**src/rtl/iob2axi_burst_gen_pkg.sv**
```systemverilog
// Shared types and constants for the IOb-to-AXI burst generator.
// Holds the AXI page geometry, response codes and the controller state encoding.
package iob2axi_burst_gen_pkg;

  // AXI bursts may not cross a 2^AXI_4K_W byte page.
  localparam int unsigned AXI_4K_W = 12;

  localparam logic [1:0] AXI_RESP_OKAY   = 2'b00;
  localparam logic [1:0] AXI_RESP_EXOKAY = 2'b01;
  localparam logic [1:0] AXI_RESP_SLVERR = 2'b10;
  localparam logic [1:0] AXI_RESP_DECERR = 2'b11;

  typedef enum logic [1:0] {
    StIdle,
    StIssue,
    StDrain
  } state_e;

  function automatic int unsigned umax(input int unsigned a, input int unsigned b);
    return (a > b) ? a : b;
  endfunction

endpackage

```
**src/rtl/iob2axi_burst_calc.sv**
```systemverilog
// Combinational sizing of the next burst: beats limited by the remaining count, the
// maximum burst length and the distance to the next 4 KiB page.
module iob2axi_burst_calc
  import iob2axi_burst_gen_pkg::*;
#(
  parameter int unsigned AXI_ADDR_W    = 32,
  parameter int unsigned AXI_DATA_W    = 32,
  parameter int unsigned AXI_LEN_W     = 8,
  parameter int unsigned MAX_BURST_LEN = 256,
  parameter int unsigned XFER_LEN_W    = 16
) (
  input  logic [AXI_ADDR_W-1:0] addr_i,
  input  logic [XFER_LEN_W-1:0] remaining_i,
  output logic [XFER_LEN_W-1:0] beats_o,
  output logic [AXI_LEN_W-1:0]  len_o,
  output logic                  last_o,
  output logic [AXI_ADDR_W-1:0] next_addr_o
);

  localparam int unsigned ByteShift = $clog2(AXI_DATA_W / 8);
  // Wide enough for both the remaining count and a full page of bytes.
  localparam int unsigned CalcW     = umax(XFER_LEN_W, AXI_4K_W + 1);
  localparam logic [CalcW-1:0] PageBytes = CalcW'(1 << AXI_4K_W);
  localparam logic [CalcW-1:0] MaxBeats  = CalcW'(MAX_BURST_LEN);

  logic [CalcW-1:0] offset;
  logic [CalcW-1:0] room;
  logic [CalcW-1:0] rem;
  logic [CalcW-1:0] capped;
  logic [CalcW-1:0] beats;

  always_comb begin
    offset      = CalcW'(addr_i[AXI_4K_W-1:0]);
    room        = (PageBytes - offset) >> ByteShift;
    rem         = CalcW'(remaining_i);
    capped      = (rem < MaxBeats) ? rem : MaxBeats;
    beats       = (room < capped) ? room : capped;
    beats_o     = beats[XFER_LEN_W-1:0];
    len_o       = AXI_LEN_W'(beats - CalcW'(1));
    last_o      = (beats == rem);
    next_addr_o = addr_i + (AXI_ADDR_W'(beats) << ByteShift);
  end

endmodule

```
**src/rtl/iob2axi_burst_gen.sv**
```systemverilog
// Splits one transfer request into AXI address-channel bursts that respect the 4 KiB
// boundary and the burst-length limit, with a bounded number of outstanding bursts.
module iob2axi_burst_gen
  import iob2axi_burst_gen_pkg::*;
#(
  parameter int unsigned AXI_ADDR_W      = 32,
  parameter int unsigned AXI_DATA_W      = 32,
  parameter int unsigned AXI_LEN_W       = 8,
  parameter int unsigned MAX_BURST_LEN   = 256,
  parameter int unsigned XFER_LEN_W      = 16,
  parameter int unsigned MAX_OUTSTANDING = 4
) (
  input  logic                  clk,
  input  logic                  rst,
  input  logic                  run_i,
  input  logic                  direction_i,
  input  logic [AXI_ADDR_W-1:0] addr_i,
  input  logic [XFER_LEN_W-1:0] length_i,
  output logic                  ready_o,
  output logic                  error_o,
  output logic                  cmd_valid_o,
  input  logic                  cmd_ready_i,
  output logic                  cmd_dir_o,
  output logic [AXI_ADDR_W-1:0] cmd_addr_o,
  output logic [AXI_LEN_W-1:0]  cmd_len_o,
  output logic                  cmd_last_o,
  input  logic                  done_valid_i,
  input  logic                  done_err_i
);

  localparam int unsigned OutW = $clog2(MAX_OUTSTANDING + 1);
  localparam logic [OutW-1:0]       MaxOut    = OutW'(MAX_OUTSTANDING);
  localparam logic [AXI_ADDR_W-1:0] AlignMask = AXI_ADDR_W'(AXI_DATA_W / 8 - 1);

  state_e                state_q, state_d;
  logic [AXI_ADDR_W-1:0] addr_q, addr_d;
  logic [XFER_LEN_W-1:0] rem_q, rem_d;
  logic                  dir_q, dir_d;
  logic [OutW-1:0]       out_q, out_d;
  logic                  error_q, error_d;

  logic [XFER_LEN_W-1:0] beats;
  logic [AXI_LEN_W-1:0]  burst_len;
  logic                  burst_last;
  logic [AXI_ADDR_W-1:0] next_addr;
  logic                  cmd_valid;
  logic                  cmd_hs;
  logic                  done_ok;

  iob2axi_burst_calc #(
    .AXI_ADDR_W   (AXI_ADDR_W),
    .AXI_DATA_W   (AXI_DATA_W),
    .AXI_LEN_W    (AXI_LEN_W),
    .MAX_BURST_LEN(MAX_BURST_LEN),
    .XFER_LEN_W   (XFER_LEN_W)
  ) u_calc (
    .addr_i     (addr_q),
    .remaining_i(rem_q),
    .beats_o    (beats),
    .len_o      (burst_len),
    .last_o     (burst_last),
    .next_addr_o(next_addr)
  );

  always_comb begin
    state_d = state_q;
    addr_d  = addr_q;
    rem_d   = rem_q;
    dir_d   = dir_q;
    out_d   = out_q;
    error_d = error_q;

    cmd_valid = (state_q == StIssue) && (out_q < MaxOut) && !error_q;
    cmd_hs    = cmd_valid && cmd_ready_i;
    done_ok   = done_valid_i && (out_q != '0);

    if (cmd_hs && !done_ok) begin
      out_d = out_q + OutW'(1);
    end else if (!cmd_hs && done_ok) begin
      out_d = out_q - OutW'(1);
    end
    // A completion with nothing outstanding is a protocol violation.
    if (done_valid_i && (done_err_i || (out_q == '0))) begin
      error_d = 1'b1;
    end

    unique case (state_q)
      StIdle: begin
        if (run_i) begin
          if ((length_i == '0) || ((addr_i & AlignMask) != '0)) begin
            error_d = 1'b1;
          end else begin
            error_d = 1'b0;
            addr_d  = addr_i;
            rem_d   = length_i;
            dir_d   = direction_i;
            state_d = StIssue;
          end
        end
      end
      StIssue: begin
        if (cmd_hs) begin
          addr_d = next_addr;
          rem_d  = rem_q - beats;
          if (burst_last) begin
            state_d = StDrain;
          end
        end
        if (error_d) begin
          state_d = (out_d == '0) ? StIdle : StDrain;
        end
      end
      StDrain: begin
        if (out_d == '0) begin
          state_d = StIdle;
        end
      end
      default: state_d = StIdle;
    endcase
  end

  always_ff @(posedge clk or posedge rst) begin
    if (rst) begin
      state_q <= StIdle;
      addr_q  <= '0;
      rem_q   <= '0;
      dir_q   <= 1'b0;
      out_q   <= '0;
      error_q <= 1'b0;
    end else begin
      state_q <= state_d;
      addr_q  <= addr_d;
      rem_q   <= rem_d;
      dir_q   <= dir_d;
      out_q   <= out_d;
      error_q <= error_d;
    end
  end

  // Length/last are only meaningful while issuing; zero otherwise.
  assign ready_o     = (state_q == StIdle);
  assign error_o     = error_q;
  assign cmd_valid_o = cmd_valid;
  assign cmd_dir_o   = dir_q;
  assign cmd_addr_o  = addr_q;
  assign cmd_len_o   = (state_q == StIssue) ? burst_len : '0;
  assign cmd_last_o  = (state_q == StIssue) ? burst_last : 1'b0;

endmodule

```
**config.mk**
```make
export PLATFORM = sky130hd
export DESIGN_NAME = iob2axi_burst_gen
export DESIGN_NICKNAME = d
export VERILOG_FILES = /design/src/rtl/iob2axi_burst_gen_pkg.sv /design/src/rtl/iob2axi_burst_calc.sv /design/src/rtl/iob2axi_burst_gen.sv
export SDC_FILE = /design/constraint.sdc
export NUM_CORES = 1
export LEC_CHECK = 0
export ABC_AREA = 1
export CAP_MARGIN = 20
export CORE_ASPECT_RATIO = 1.1
export CORE_MARGIN = 1
export CORE_UTILIZATION = 50
export DETAILED_ROUTE_END_ITERATION = 8
export PLACE_DENSITY = 0.86
export SLEW_MARGIN = 20
export SYNTH_ARGS = -nofsm -noshare
export SYNTH_HDL_FRONTEND = slang
export SYNTH_HIERARCHICAL = 1
export SYNTH_SLANG_ARGS = --single-unit
```
**constraint.sdc**
```tcl
create_clock -name clk -period 4.2 [get_ports clk]
set_input_delay 0.84 -clock clk [delete_from_list [all_inputs] [get_ports clk]]
set_output_delay 0.84 -clock clk [all_outputs]
set_load 0.005 [all_outputs]
```
After elaboration in Yosys (flattened, before gate mapping). Index checks and enable logic that the tools add are counted.

Add/subtract/negate cells: 6. Order comparisons: 3. Reduce and logical (&&, ||, !) cells: 22. Muxes and demuxes: 26. Equality and inequality tests: 9. Bitwise logic cells: 1.

Operators by type and width (number): 2-to-1 mux 32 bit (3); 2-to-1 mux 16 bit (5); one-hot mux 32 bit (2 select lines) (1); adder 32 x 18 -> 32 bit (1); one-hot mux 16 bit (2 select lines) (1); nonzero test 32 bit (1); == test 16 bit (1); zero test 16 bit (1); less-than comparator 14 x 16 -> 1 bit (1); less-than comparator 16 x 9 -> 1 bit (second input constant) (1); subtractor 16 bit (1); 2-to-1 mux 2 bit (7); subtractor 13 x 12 -> 14 bit (first input constant) (1); 2-to-1 mux 8 bit (1); inequality test 2 bit (second input constant) (4); subtractor 8 x 1 -> 8 bit (second input constant) (1); logical AND 1 bit (7); zero test 3 bit (2); 2-to-1 mux 3 bit (2); inequality test 3 x 2 -> 1 bit (second input constant) (2); one-hot mux 2 bit (3 select lines) (1); 2-to-1 mux 1 bit (5); AND reduction 5 bit (1); AND reduction 4 bit (1); other kinds (12) (15).

Register bits: 55. Input port bits: 55. Output and inout port bits: 45.

Depth between registers and ports, before layout.
Depth in word-level cells: 12. Mapped depth: 37. Mapped depth without buffers: 37.

Modules after synthesis. Netlist, hierarchy kept.

By module, submodules not included: iob2axi_burst_gen (seq. area each 1376.3 sq um, area each 3662.3 sq um, times used 1, cells an instance 526); iob2axi_burst_calc (seq. area each 0.0 sq um, area each 2195.9 sq um, times used 1, cells an instance 380).

Least setup slack after synthesis. OpenSTA, ideal clock, no wires.

Path kind: reg-to-reg. Start point: reg addr_q[0], in the netlist cmd_addr_o[0]. End point: reg addr_q[28], in the netlist cmd_addr_o[28]. Required time: 4.118 ns. Cell stages (with the launch flop): 35. Setup slack: -0.393 ns. Library setup time: 0.082 ns. Arrival: 4.511 ns. Clock period less this slack: 4.593 ns. Cell sequence: dfrtp_1 nor2_1 nand2_1 nor2_2 nand2_2 nor2_4 nand2_4 nor2_8 nand3b_2 nand2_1 nand2_2 inv_1 ha_1 nand2_1 inv_1 a221oi_1 buf_2 nand3_1 nand2_1 ha_1 fa_1 nand3_1 nand3_1 a21oi_1 o21bai_1 nand3_1 nand2_1 nand3_1 nand2_1 nand2_1 nor3_2 nand2_1 xnor2_1 nand2_1 a31oi_1.

Word-level cells in the longest chain between the ends: 6.

Ends and longest elaborated chain: from (decl) (RTL line iob2axi_burst_gen.sv:36) `logic [AXI_ADDR_W-1:0] addr_q, addr_d;`; from (signal assigned) (RTL line iob2axi_burst_gen.sv:132) `addr_q <= addr_d;`; subtractor 13 x 12 -> 14 bit (*) (RTL line iob2axi_burst_calc.sv:34) `room = (PageBytes - offset) >> ByteShift;`; less-than comparator 14 x 16 -> 1 bit (RTL line iob2axi_burst_calc.sv:37) `beats = (room < capped) ? room : capped;`; 2-to-1 mux 16 bit (*) (RTL line iob2axi_burst_calc.sv:37); via beats[0] (RTL line iob2axi_burst_gen.sv:42) `logic [XFER_LEN_W-1:0] beats;`; adder 32 x 18 -> 32 bit (*) (RTL line iob2axi_burst_calc.sv:41) `next_addr_o = addr_i + (AXI_ADDR_W'(beats) << ByteShift);`; via next_addr[28] (RTL line iob2axi_burst_gen.sv:45) `logic [AXI_ADDR_W-1:0] next_addr;`; 2-to-1 mux 32 bit (*) (RTL line iob2axi_burst_gen.sv:102) `if (cmd_hs) begin`; one-hot mux 32 bit (2 select lines) (*) (RTL line iob2axi_burst_gen.sv:87) `unique case (state_q)`.

Mark *: on every way through the listed nets, which the timed path passes. The rest lies on a longest branch. The select of a mux whose other input is x is not followed. A chain may end at the register's enable or synchronous reset.

Final worst setup path.
Start point: reg rem_q[13]. End point: reg addr_q[24], in the netlist cmd_addr_o[24].

Word-level cells in the longest chain between the ends: 7.

Ends and longest elaborated chain: from (decl) (RTL line iob2axi_burst_gen.sv:37) `logic [XFER_LEN_W-1:0] rem_q, rem_d;`; from (signal assigned) (RTL line iob2axi_burst_gen.sv:133) `rem_q <= rem_d;`; less-than comparator 16 x 9 -> 1 bit (RTL line iob2axi_burst_calc.sv:36) `capped = (rem < MaxBeats) ? rem : MaxBeats;`; 2-to-1 mux 16 bit (*) (RTL line iob2axi_burst_calc.sv:36); less-than comparator 14 x 16 -> 1 bit (RTL line iob2axi_burst_calc.sv:37); 2-to-1 mux 16 bit (*) (RTL line iob2axi_burst_calc.sv:37); via beats[10] (RTL line iob2axi_burst_gen.sv:42); adder 32 x 18 -> 32 bit (*) (RTL line iob2axi_burst_calc.sv:41); via next_addr[24] (RTL line iob2axi_burst_gen.sv:45); 2-to-1 mux 32 bit (*) (RTL line iob2axi_burst_gen.sv:102); one-hot mux 32 bit (2 select lines) (*) (RTL line iob2axi_burst_gen.sv:87).

Marked as above.

==> qor.csv <==
metric,value,unit
slowest_stage,o21ai_0,
ys_warn_count,6,
status,"finished, violations left",
cts_buffer_depth,2,
crit_path_end_kind,flip-flop,
areaGrowthSynthToFinish,62.1,%
synth-edff-count,0,
place_area,8050,um^2
drv_cap,0,
grt_pass1_wl,32000,um
yosysSeqAreaShare,23.5,%
max_stage_delay,0.44,ns
synthSimpleGateAreaFrac,37.8,%
ant_nets,0,
clock_latency,0.31,ns
syn_inst,906,
cts_tree,yes,
tightest_slew,0.882,ns
yosys-mux-area-fraction,0.192,%
setup_slack,-0.761,ns
fin_total_pwr,6.77,mW
n_antenna_cell,0,
via_per_inst,5.99,
grt_max_degree,61,
critPathKind,flip-flop to flip-flop,
ys.flop_type,dfrtp_1,
numCtsBuffers,5,
drtPass1Iterations,8,
cts_max_level,2,
dp_hpwl,14500,um
synth_cell_types,48,
die_x,105,um
max-slew-margin-rel,41.1,%
max-vdd-ir-drop,0.000401,V
design.core.area,11400,um^2
routedWlPerCell,19.4,um
violations,"design-rule violations, negative setup slack",
synth_top_family_by_area,simple AND/OR/NAND/NOR gates,
start_kind,flip-flop,
fmax,0.202,GHz
grt_use_met2,59.2,%
syn_avg_cell_area,6.47,um^2
antenna_found_initial,0,
drt_iter0_markers,911,
async_reset_ff_share,100,%
io_buffers,99,
crit_fanout,5,
clock_sinks,55,
ctsRootBufferMaster,clkbuf_16,
synthAdderAreaFrac,10.5,%
hp-class,flip-flop to flip-flop,
final_cell_area,9500,um^2
grt_overflow,0,
dieArea,12200,um^2
wirelength,25600,um
grt.total_usage,32.7,%
grt.busiest_layer,met2,
rsz0062_at_grt,yes,
vias,7930,
nets,1276,
gr-usage-met3,5.12,%
post-route-min-period,4.96,ns
syn-cell-area,5860,um^2
synthXorXnorAreaFrac,5.66,%
drc_errors,1,
cp.arrival,5.19,ns
finalWeightedCongestion,0.988,
grt_pass1_vias,6996,
io_pins,100,
fin_crit_sh,118,%
leakage,4.70,nW
met1_usage,38.4,%
powerDensity,713,nW/um^2
core.rowCount,41,
initial_core_util,51.2,%
synth-compound-area-share,11.3,%
crit_required,4.43,ns
setup_viol,49,
layout-drive-gt1-share,32.9,%
final_hold_viol_count,0,
die_height,116,um
fin_worst_skew,0.00772,ns
ys_ff_latch,55,
slew_violations,0,
clkTransAtPathRegs,0.08,ns
-- flip-flops by register name, indices dropped and copies added (netlist names) --
register and count:
state_q 2, cmd_dir_o 1, out_q 3, cmd_addr_o 32, error_o 1, rem_q 16
-- layer usage --
metal | up-vias | routed length [um]
met1 | 3640 | 9070
li1 | 3448 | -
met4 | 0 | 1820
met3 | 190 | 2560
met5 | - | 0
met2 | 652 | 12200
-- metrics by stage --
step / std cells / util, % / worst slack, ns / hold slack (ns) / TNS (ns)
2_1_floorplan: 916 / - / -0.131 / 0.504 / -0.509
3_3_place_gp: 1265 / 70.4 / -0.466 / 0.492 / -9.36
3_5_place_dp: 1265 / 70.4 / -0.605 / 0.497 / -16.11
4_1_cts: 1294 / 75.1 / -0.323 / 0.514 / -6.34
5_1_grt: 1324 / 83.0 / -0.921 / 0.526 / -31.73
6_report: 1324 / 83.0 / -0.761 / 0.510 / -22.37
-- cells in the mapped netlist, drive strengths merged (3+ instances only) --
| master | count | share of area (%) |
|---|---|---|
| o21a | 11 | 1.4 |
| or2 | 4 | 0.43 |
| a31oi | 37 | 4.0 |
| nand3b | 3 | 0.45 |
| inv | 119 | 7.6 |
| o21ai | 21 | 1.8 |
| ha | 46 | 9.8 |
| nand3 | 83 | 7.3 |
| xnor2 | 11 | 1.6 |
| dfrtp | 55 | 23 |
| xor2 | 26 | 4.0 |
| clkbuf | 7 | 0.45 |
| nor2 | 123 | 9.0 |
| nand4 | 13 | 1.8 |
| a21oi | 35 | 3.0 |
| buf | 25 | 2.8 |
| o211ai | 3 | 0.38 |
| nand2 | 263 | 18 |
| nor3 | 4 | 0.51 |
-- critical path: cells and delay by family, from the launching register on --
family,cells,cell delay (ns)
AND/OR/NAND/NOR,16,1.86
AO/OA/AOI/OAI,3,0.81
flip-flops,1,0.38
buffers and inverters,7,1.03
XOR/XNOR,1,0.14
adder cells (fa/ha/maj),2,0.64
-- area by class of cell --
cell class	count	area [um^2]
Timing Repair Buffer	282	2470
Inverter	120	465
Fill cell	599	1940
Clock inverter	2	16.3
Sequential cell	55	1380
Tap cell	150	188
Clock buffer	6	139
Multi-Input combinational cell	709	4840
-- power breakdown --
group	internal, mW	leakage, nW	switching (mW)
Combinational	2.54	4.00	2.88
Clock	0.240	0.0731	0.230
Sequential	0.693	0.629	0.188
-- timing repair --
| action | in CTS | in global routing |
|---|---|---|
| hold buffers | 0 | 0 |
| gates resized for setup | 93 | 153 |
| setup endpoints to repair | 46 | 49 |
| buffers inserted | 21 | 33 |
| pin swaps | 57 | 76 |
-- path summary, 6_finish.rpt --
path                                 from        endpoint  slack (ns)  cells past startpoint
worst max-delay path            rem_q[13]  cmd_addr_o[24]       -0.76                     29
worst min-delay path            cmd_dir_o       cmd_dir_o        0.51                      1
worst max register to register  rem_q[13]  cmd_addr_o[24]       -0.76                     29
worst min register to register  cmd_dir_o       cmd_dir_o        0.51                      1
max in group asynchronous             rst        rem_q[2]        2.38                      3
min in group asynchronous             rst       rem_q[14]        1.03                      2
-- placed cells by master (no fill, tap or decap), types with 5 or more instances in the layout --
master and count:
a21oi_1 21, a21oi_2 6, a21oi_4 8, a31oi_1 36
buf_2 9, buf_4 153, buf_6 24, clkbuf_16 5
clkdlybuf4s50_1 90, conb_1 12, dfrtp_1 55, ha_1 28
ha_4 18, inv_1 101, inv_2 13, nand2_1 207
nand2_2 29, nand2_4 25, nand3_1 57, nand3_2 19
nand3_4 7, nand4_1 11, nor2_1 94, nor2_2 16
nor2_4 12, o21a_1 11, o21ai_0 17, xnor2_1 11
xor2_1 23
-- logic make-up (layout without fill, tap and decap cells) --
| family | after synthesis | in the layout |
|---|---|---|
| multiplexers | 1 | 1 |
| adder cells (fa/ha/maj) | 48 | 48 |
| XOR/XNOR | 37 | 37 |
| flip-flops | 55 | 55 |
| other | 2 | 12 |
| buffers and inverters | 152 | 410 |
| AND/OR/NAND/NOR | 498 | 498 |
| AO/OA/AOI/OAI | 113 | 113 |
(Power assumes the default switching activity.)
